`config.mk`:
```
export PLATFORM = sky130hd
export DESIGN_NAME = fetch_unit_flat
export DESIGN_NICKNAME = d
export VERILOG_FILES = /design/src/rtl/fetch_unit_if.sv /design/src/rtl/fetch_unit.sv /design/src/flat_wrapper.sv
export SDC_FILE = /design/constraint.sdc
export NUM_CORES = 1
export LEC_CHECK = 0
export CORE_MARGIN = 2
export CORE_UTILIZATION = 46
export CTS_CLUSTER_SIZE = 28
export DETAILED_ROUTE_END_ITERATION = 12
export GPL_TIMING_DRIVEN = 0
export PLACE_DENSITY = 0.8
export REMOVE_ABC_BUFFERS = 1
export SYNTH_ARGS = -nofsm -noshare
export SYNTH_HDL_FRONTEND = slang
export SYNTH_SLANG_ARGS = --single-unit
```
`constraint.sdc`:
```
create_clock -name clk -period 2.69 [get_ports clk]
set_clock_uncertainty 0.2 [all_clocks]
set_input_delay 0.269 -clock clk [delete_from_list [all_inputs] [get_ports clk]]
set_output_delay 0.269 -clock clk [all_outputs]
set_load 0.1 [all_outputs]
```
`src/rtl/fetch_unit_if.sv`:
```
// rtl/fetch_unit_if.sv - fetch front-end bundle: decode control, imem port, decode output
interface fetch_unit_if;
  logic        stall;
  logic        redirect_valid;
  logic [31:0] redirect_pc;
  logic [31:0] imem_addr;
  logic [31:0] imem_rdata;
  logic        if_valid;
  logic [31:0] if_pc;
  logic [31:0] if_instr;

  modport master (
    input  stall, redirect_valid, redirect_pc, imem_rdata,
    output imem_addr, if_valid, if_pc, if_instr
  );

  modport slave (
    output stall, redirect_valid, redirect_pc, imem_rdata,
    input  imem_addr, if_valid, if_pc, if_instr
  );
endinterface

```
`src/rtl/fetch_unit.sv`:
```
// rtl/fetch_unit.sv - instruction fetch: PC, 1-cycle imem latency, stall hold buffer, redirect
// Optional performance counters enabled by defining FETCH_PERF_EN.
module fetch_unit #(
  parameter logic [31:0] RESET_PC = 32'h0000_0000
) (
  input  logic         clk,
  input  logic         rst_n,
  fetch_unit_if.master fif
`ifdef FETCH_PERF_EN
  ,
  output logic [31:0]  perf_fetch_cnt,
  output logic [31:0]  perf_stall_cnt
`endif
);

  localparam logic [1:0] REFILL = 2'd0;
  localparam logic [1:0] RUN    = 2'd1;
  localparam logic [1:0] HOLD   = 2'd2;

  logic [1:0]  state;
  logic [31:0] pc_q;
  logic [31:0] rsp_pc_q;
  logic [31:0] hold_q;
  logic        out_valid;

  // A redirect kills whatever is on the output in the same cycle.
  assign out_valid     = (state != REFILL) && !fif.redirect_valid;
  assign fif.if_valid  = out_valid;
  assign fif.if_pc     = rsp_pc_q;
  assign fif.if_instr  = !out_valid      ? 32'h0 :
                         (state == HOLD) ? hold_q : fif.imem_rdata;
  assign fif.imem_addr = pc_q >> 2;

  always_ff @(posedge clk or negedge rst_n) begin
    if (!rst_n) begin
      state    <= REFILL;
      pc_q     <= RESET_PC;
      rsp_pc_q <= RESET_PC;
      hold_q   <= 32'h0;
    end else if (fif.redirect_valid) begin
      state  <= REFILL;
      pc_q   <= fif.redirect_pc & 32'hFFFF_FFFC;
      hold_q <= 32'h0;
    end else begin
      case (state)
        REFILL: begin
          rsp_pc_q <= pc_q;
          pc_q     <= pc_q + 32'd4;
          state    <= RUN;
        end
        RUN: begin
          if (fif.stall) begin
            hold_q <= fif.imem_rdata;
            state  <= HOLD;
          end else begin
            rsp_pc_q <= pc_q;
            pc_q     <= pc_q + 32'd4;
          end
        end
        HOLD: begin
          // pc_q already points past the held word, so release just resumes streaming.
          if (!fif.stall) begin
            rsp_pc_q <= pc_q;
            pc_q     <= pc_q + 32'd4;
            state    <= RUN;
          end
        end
        default: state <= REFILL;
      endcase
    end
  end

`ifdef FETCH_PERF_EN
  always_ff @(posedge clk or negedge rst_n) begin
    if (!rst_n) begin
      perf_fetch_cnt <= 32'h0;
      perf_stall_cnt <= 32'h0;
    end else begin
      if (out_valid && !fif.stall) perf_fetch_cnt <= perf_fetch_cnt + 32'd1;
      if (out_valid && fif.stall)  perf_stall_cnt <= perf_stall_cnt + 32'd1;
    end
  end
`endif

endmodule
```
`src/flat_wrapper.sv`:
```
// flat-port wrapper written by rule: the top's interface ports become plain ports
module fetch_unit_flat 
#(
  parameter logic [31:0] RESET_PC = 32'h0000_0000
)
  (clk, rst_n, fif_stall, fif_redirect_valid, fif_redirect_pc, fif_imem_rdata, fif_imem_addr, fif_if_valid, fif_if_pc, fif_if_instr);
  fetch_unit_if fif_i ();
  input  logic clk;
  input  logic rst_n;
  input wire logic [$bits(fif_i.stall)-1:0] fif_stall;
  input wire logic [$bits(fif_i.redirect_valid)-1:0] fif_redirect_valid;
  input wire logic [$bits(fif_i.redirect_pc)-1:0] fif_redirect_pc;
  input wire logic [$bits(fif_i.imem_rdata)-1:0] fif_imem_rdata;
  output wire logic [$bits(fif_i.imem_addr)-1:0] fif_imem_addr;
  output wire logic [$bits(fif_i.if_valid)-1:0] fif_if_valid;
  output wire logic [$bits(fif_i.if_pc)-1:0] fif_if_pc;
  output wire logic [$bits(fif_i.if_instr)-1:0] fif_if_instr;
  assign fif_i.stall = fif_stall;
  assign fif_i.redirect_valid = fif_redirect_valid;
  assign fif_i.redirect_pc = fif_redirect_pc;
  assign fif_i.imem_rdata = fif_imem_rdata;
  assign fif_imem_addr = fif_i.imem_addr;
  assign fif_if_valid = fif_i.if_valid;
  assign fif_if_pc = fif_i.if_pc;
  assign fif_if_instr = fif_i.if_instr;
  fetch_unit #(.RESET_PC(RESET_PC)) u_core (.clk(clk), .rst_n(rst_n), .fif(fif_i));
endmodule
```
# --- Yosys cells after proc, flatten, opt, wreduce, memory -nomap -nowiden ---
# Index checks and enable logic that the tools add are counted.
op_classes:
  eq_ne: 6
  bitwise_logic: 1
  n_addsub: 1
  n_reduce_logical: 13
  muxes: 14
op_table:
  columns: ["operator", "n"]
  rows:
  - ["$mux W32", 8]
  - ["$pmux W32 S2", 2]
  - ["$add A32 B3 Y32 const B", 1]
  - ["$reduce_bool A2 Y1", 4]
  - ["$mux W2", 3]
  - ["$ne A3 B3 Y1 const B", 2]
  - ["$pmux W2 S3", 1]
  - ["$reduce_and A2 Y1", 3]
  - ["$ne A3 B2 Y1 const B", 1]
  - ["$reduce_and A3 Y1", 1]
  - ["$reduce_bool A3 Y1", 1]
  - ["$eq A2 B1 Y1 const B", 1]
  - ["$eq A2 B2 Y1 const B", 1]
  - ["$logic_not A2 Y1", 1]
  - ["$ne A2 B2 Y1 const B", 1]
  - ["$reduce_or A2 Y1", 1]
  - ["$logic_and A1 B1 Y1", 1]
  - ["$logic_not A1 Y1", 1]
  - ["$not A1 Y1", 1]
word_totals:
  ff_bits: 98
  in_bits: 68

# --- Longest topological paths before layout ---
depth:
  word_depth: 4
  depth_mapped: 9
  ltp_nobuf: 6

# --- Worst setup path before layout ---
# Ideal clock, no wire load.
synth_timing:
  path_type: "flip-flop to output port"
  from: "register u_core.state[0]"
  to: "output fif_if_instr[10]"
  t_required_ps: 2221
  stages_incl_launch_ff: 7
  path_buffers: 2
  slack_ps: -504
  arrival_ps: 2725
  path_cell_list: "dfrtp_1 inv_1 ha_1 clkbuf_1 buf_1 mux2i_1 nor2_1"
synth_between:
  elab_chain_len: 3
  elab_cells_between_ends: 5
synth_lines:
  columns: ["element", "line_no", "text"]
  rows:
  - ["start, declared", "fetch_unit.sv:20", "logic [1:0] state;"]
  - ["start signal, assigned", "fetch_unit.sv:36", "state <= REFILL;"]
  - ["start signal, assigned", "fetch_unit.sv:41", "state <= REFILL;"]
  - ["start signal, assigned", "fetch_unit.sv:49", "state <= RUN;"]
  - ["$eq A2 B2 Y1 / $reduce_bool A2 Y1 (equally long branches)", "fetch_unit.sv:31, fetch_unit.sv:27", null]
  - ["$mux W32 / $logic_and A1 B1 Y1 (equally long branches)", "fetch_unit.sv:31, fetch_unit.sv:27", null]
  - ["$mux W32 (*)", "fetch_unit.sv:30", "assign fif.if_instr = !out_valid ? 32'h0 :"]
  - ["end, declared", "flat_wrapper.sv:17", "output wire logic [$bits(fif_i.if_instr)-1:0] fif_if_instr;"]
# Every way passes the cells marked *; elsewhere a longest branch is shown, timed or not.

# --- Worst setup path in the final report ---
layout_timing:
  from: "register u_core.pc_q[9]"
  to: "output fif_imem_addr[7]"
layout_rtl:
  columns: ["element", "line_no", "text"]
  rows:
  - ["start, declared", "fetch_unit.sv:21", "logic [31:0] pc_q;"]
  - ["start signal, assigned", "fetch_unit.sv:42", "pc_q <= fif.redirect_pc & 32'hFFFF_FFFC;"]
  - ["start signal, assigned", "fetch_unit.sv:48", "pc_q <= pc_q + 32'd4;"]
  - ["start signal, assigned", "fetch_unit.sv:57", "pc_q <= pc_q + 32'd4;"]
  - ["end, declared", "flat_wrapper.sv:14", "output wire logic [$bits(fif_i.imem_addr)-1:0] fif_imem_addr;"]
# No word-level cell between the ends.

==> results.toml <==
[timing]
slew_viol_final = 0
worstMarginPinSlew_ns = 1.16
min_period_ns = 2.59
grt_setup_unrepaired = "false"
slew_headroom_pct = 22.9
setup_viol = 0
min_period_over_period_pct = 96.4
fmax_ghz = 0.386
hold_violations = 0
setup_ws_ns = 0.0970

[die]
row_count = 37
die_w_um = 108
die_area_mm2 = 0.0116
initial_core_util_pct = 47.5
die_h_um = 108
core_area_mm2 = 0.0104
pin_count = 165

[logic_synthesis]
ys_warn_count = 0
synth_edf_count = 0
async_flop_share_pct = 100
synth.area.mux_share_pct = 14.4
ys_seq_elements = 94
synthFlopType = "dfrtp_1"
synthXorXnorAreaFrac_pct = 1.60
netlist_instances = 521
synth_area_mm2 = 0.00493
synth_top_family_by_area = "simple AND/OR/NAND/NOR gates"
synth_cell_types = 41
synthAdderAreaFrac_pct = 1.52
seq_area_frac_synth_pct = 47.7
yosys.area_share.simple_pct = 20.4
syn_area_per_cell_um2 = 9.46
synth_compound_gate_area_share_pct = 10.3

[placed_design]
place_congestion = 0.808
io_buffer_count = 158
hpwl_um = 9500
dpl_worst_slack_ns = -0.601

[clock_network]
cts_tree = "yes"
clockBufferDepth = 2
clkLatencyLatePin_ns = 0.36
cts_htree_levels = 3
clockRootBuffer = "clkbuf_8"
clk_pin_slew_ns = 0.10
cts_buffers = 9
cts_num_sinks = 94

[detailed_routing]
vias = 4485
postRouteAntennaNets = 0
via_per_inst = 5.59
routed_wirelength_um = 13700
drt_iter0_drc = 307
drt-wirelength-per-cell_um = 17.1
drc = 0
firstDrtPassIters = 4

[global_route]
grt_pass1_vias = 4471
grt_pass1_wl_um = 21900
grt_overflow = 0
grt_usage_pct = 23.7
grt_max_degree = 62
antenna_found_initial = 0

[critical_path]
critical_path.cell_chain = "clkdlybuf4s50_1"
worst_path_max_delay_cell = "clkdlybuf4s50_1"
critPathMaxStageDelay_ns = 1.20
endpoint_kind = "output pin"
cp_num_buf_inv = 1
crit_fanout = 7
required_ns = 2.22
cp_top_family = "buffers and inverters"
start_kind = "flop"
worstSetupPathType = "reg2out"
worstPathArrival_ns = 2.12

[outcome]
status = "completed"

[layout]
final_util_pct = 65.5
final_nets = 735
antenna_cells = 0
areaGrowthSynthToFinish_pct = 37.7
drive_above_1_share_pct = 14.6

[pwr]
ir_drop_uv = 738
p_per_area_mw_per_mm2 = 1100
leakage_nw = 2.72

[run]
drv_cap = 0

[hold_path]
hp-class = "in2async"
==> cell usage in the layout, fill, tap and decap left out, types with 5 or more instances in the layout <==
cell type        count
ha_1                 5
o21ai_0             10
nor3_1               5
a31oi_1             11
mux2i_1             37
o311ai_0             6
nand3_1             15
clkdlybuf4s50_1    123
buf_4               27
nor2_1              53
or4_1               10
and2_1               6
mux2_2              30
a21oi_1             35
clkbuf_4             8
nand4_1             11
o31ai_1             12
xnor2_1              7
inv_1                6
dfrtp_1             94
nand2_1             90
clkbuf_8            11
==> area by class of cell <==
type	count	area (um2)
inverter	6	22.5
clock buffer	11	151
sequential	94	2350
fill	869	3580
timing repair buffer	166	1600
multi-input combinational	384	2430
tap	136	170
clock inverter	5	57.6
==> final timing paths <==
check | startpoint | to | slack, ns | depth (start not counted)
setup / recovery | u_core.pc_q[9]$_DFFE_PN0P_ | fif_imem_addr[7] | 0.1 | 1
hold / removal | rst_n | u_core.hold_q[16]$_DFFE_PN0P_ | 0.20 | 2
setup reg to reg | u_core.state[0]$_DFFE_PN0P_ | u_core.pc_q[15]$_DFFE_PN0P_ | 0.13 | 6
hold reg to reg | u_core.fif.if_pc[4]$_DFFE_PN0P_ | u_core.fif.if_pc[4]$_DFFE_PN0P_ | 0.31 | 1
max in group asynchronous | rst_n | u_core.fif.if_pc[10]$_DFFE_PN0P_ | 1.42 | 3
min in group clk | fif_redirect_valid | u_core.hold_q[17]$_DFFE_PN0P_ | 0.23 | 2
==> sequential cells by signal, summed over array words and instances (netlist names) <==
signal            count
u_core.pc_q          30
u_core.fif.if_pc     30
u_core.hold_q        32
u_core.state          2
==> layer usage <==
| layer | vias to the layer above | wire length [um] | GRT usage [%] |
|---|---|---|---|
| li1 | 2105 | - | - |
| met1 | 2171 | 5780 | 30.8 |
| met2 | 193 | 6570 | 39.3 |
| met3 | 16 | 1130 | 5.21 |
| met4 | 0 | 209 | 8.06 |
| met5 | - | 0 | 0 |
==> through the flow <==
stage | hold WS, ns | std cells | TNS [ns] | area, um2 | power (W)
CTS | 0.198 | 800 | 0 | 6740 | 0.00751
detailed placement | 0.0556 | 783 | -17.21 | 6610 | 0.00652
finish | 0.204 | 802 | 0 | 6790 | 0.00747
global route | 0.225 | 802 | 0 | 6790 | 0.00778
floorplan | -0.227 | 484 | -64.53 | 4760 | 0.00538
global placement | 0.289 | 778 | -471.30 | 6520 | 0.00645
==> what timing repair did <==
item                                    4_1_cts  5_1_grt
resized for setup                           193        9
buffers inserted                              0        2
hold buffers                                  1        0
endpoints found under the hold margin        33        0
endpoints found under the setup margin       47       15
==> power breakdown <==
| part | total (W) | internal, W | switching (W) |
|---|---|---|---|
| Combinational | 0.00450 | 0.00112 | 0.00338 |
| Clock | 0.000984 | 0.000479 | 0.000505 |
| Sequential | 0.00199 | 0.00173 | 0.000259 |
| Total | 0.00747 | 0.00333 | 0.00415 |
==> synthesized netlist by cell type (all sizes together), types with 3 or more instances <==
library cell  number  area (um2)
or4               10        75.1
o31ai             12        90.1
o21ai             10        50.1
clkbuf            27         103
and4               3        26.3
nand3             15        75.1
dfrtp             94        2350
nor2b              3        18.8
mux2              30         338
and2               7        46.3
nor4               3        18.8
o311ai             6        52.6
mux2i             37         370
or2                4        25.0
inv                6        22.5
nand2             90         338
nand4             12        81.3
or3                3        18.8
a31oi             11        68.8
a21oi             35         175
nor2              53         199
xnor2              7        61.3
ha                 6        75.1
buf               13        73.8
and3               4        25.0
nor3               6        30.0
==> logic make-up after synthesis <==
kind of cell	count (synthesis)
buf+inv	46
flops	94
fa+ha+maj	6
other cells	1
simple gates	216
xor+xnor	9
compound gates	82
mux	67
No activity file was read; power rests on OpenSTA's default activity.
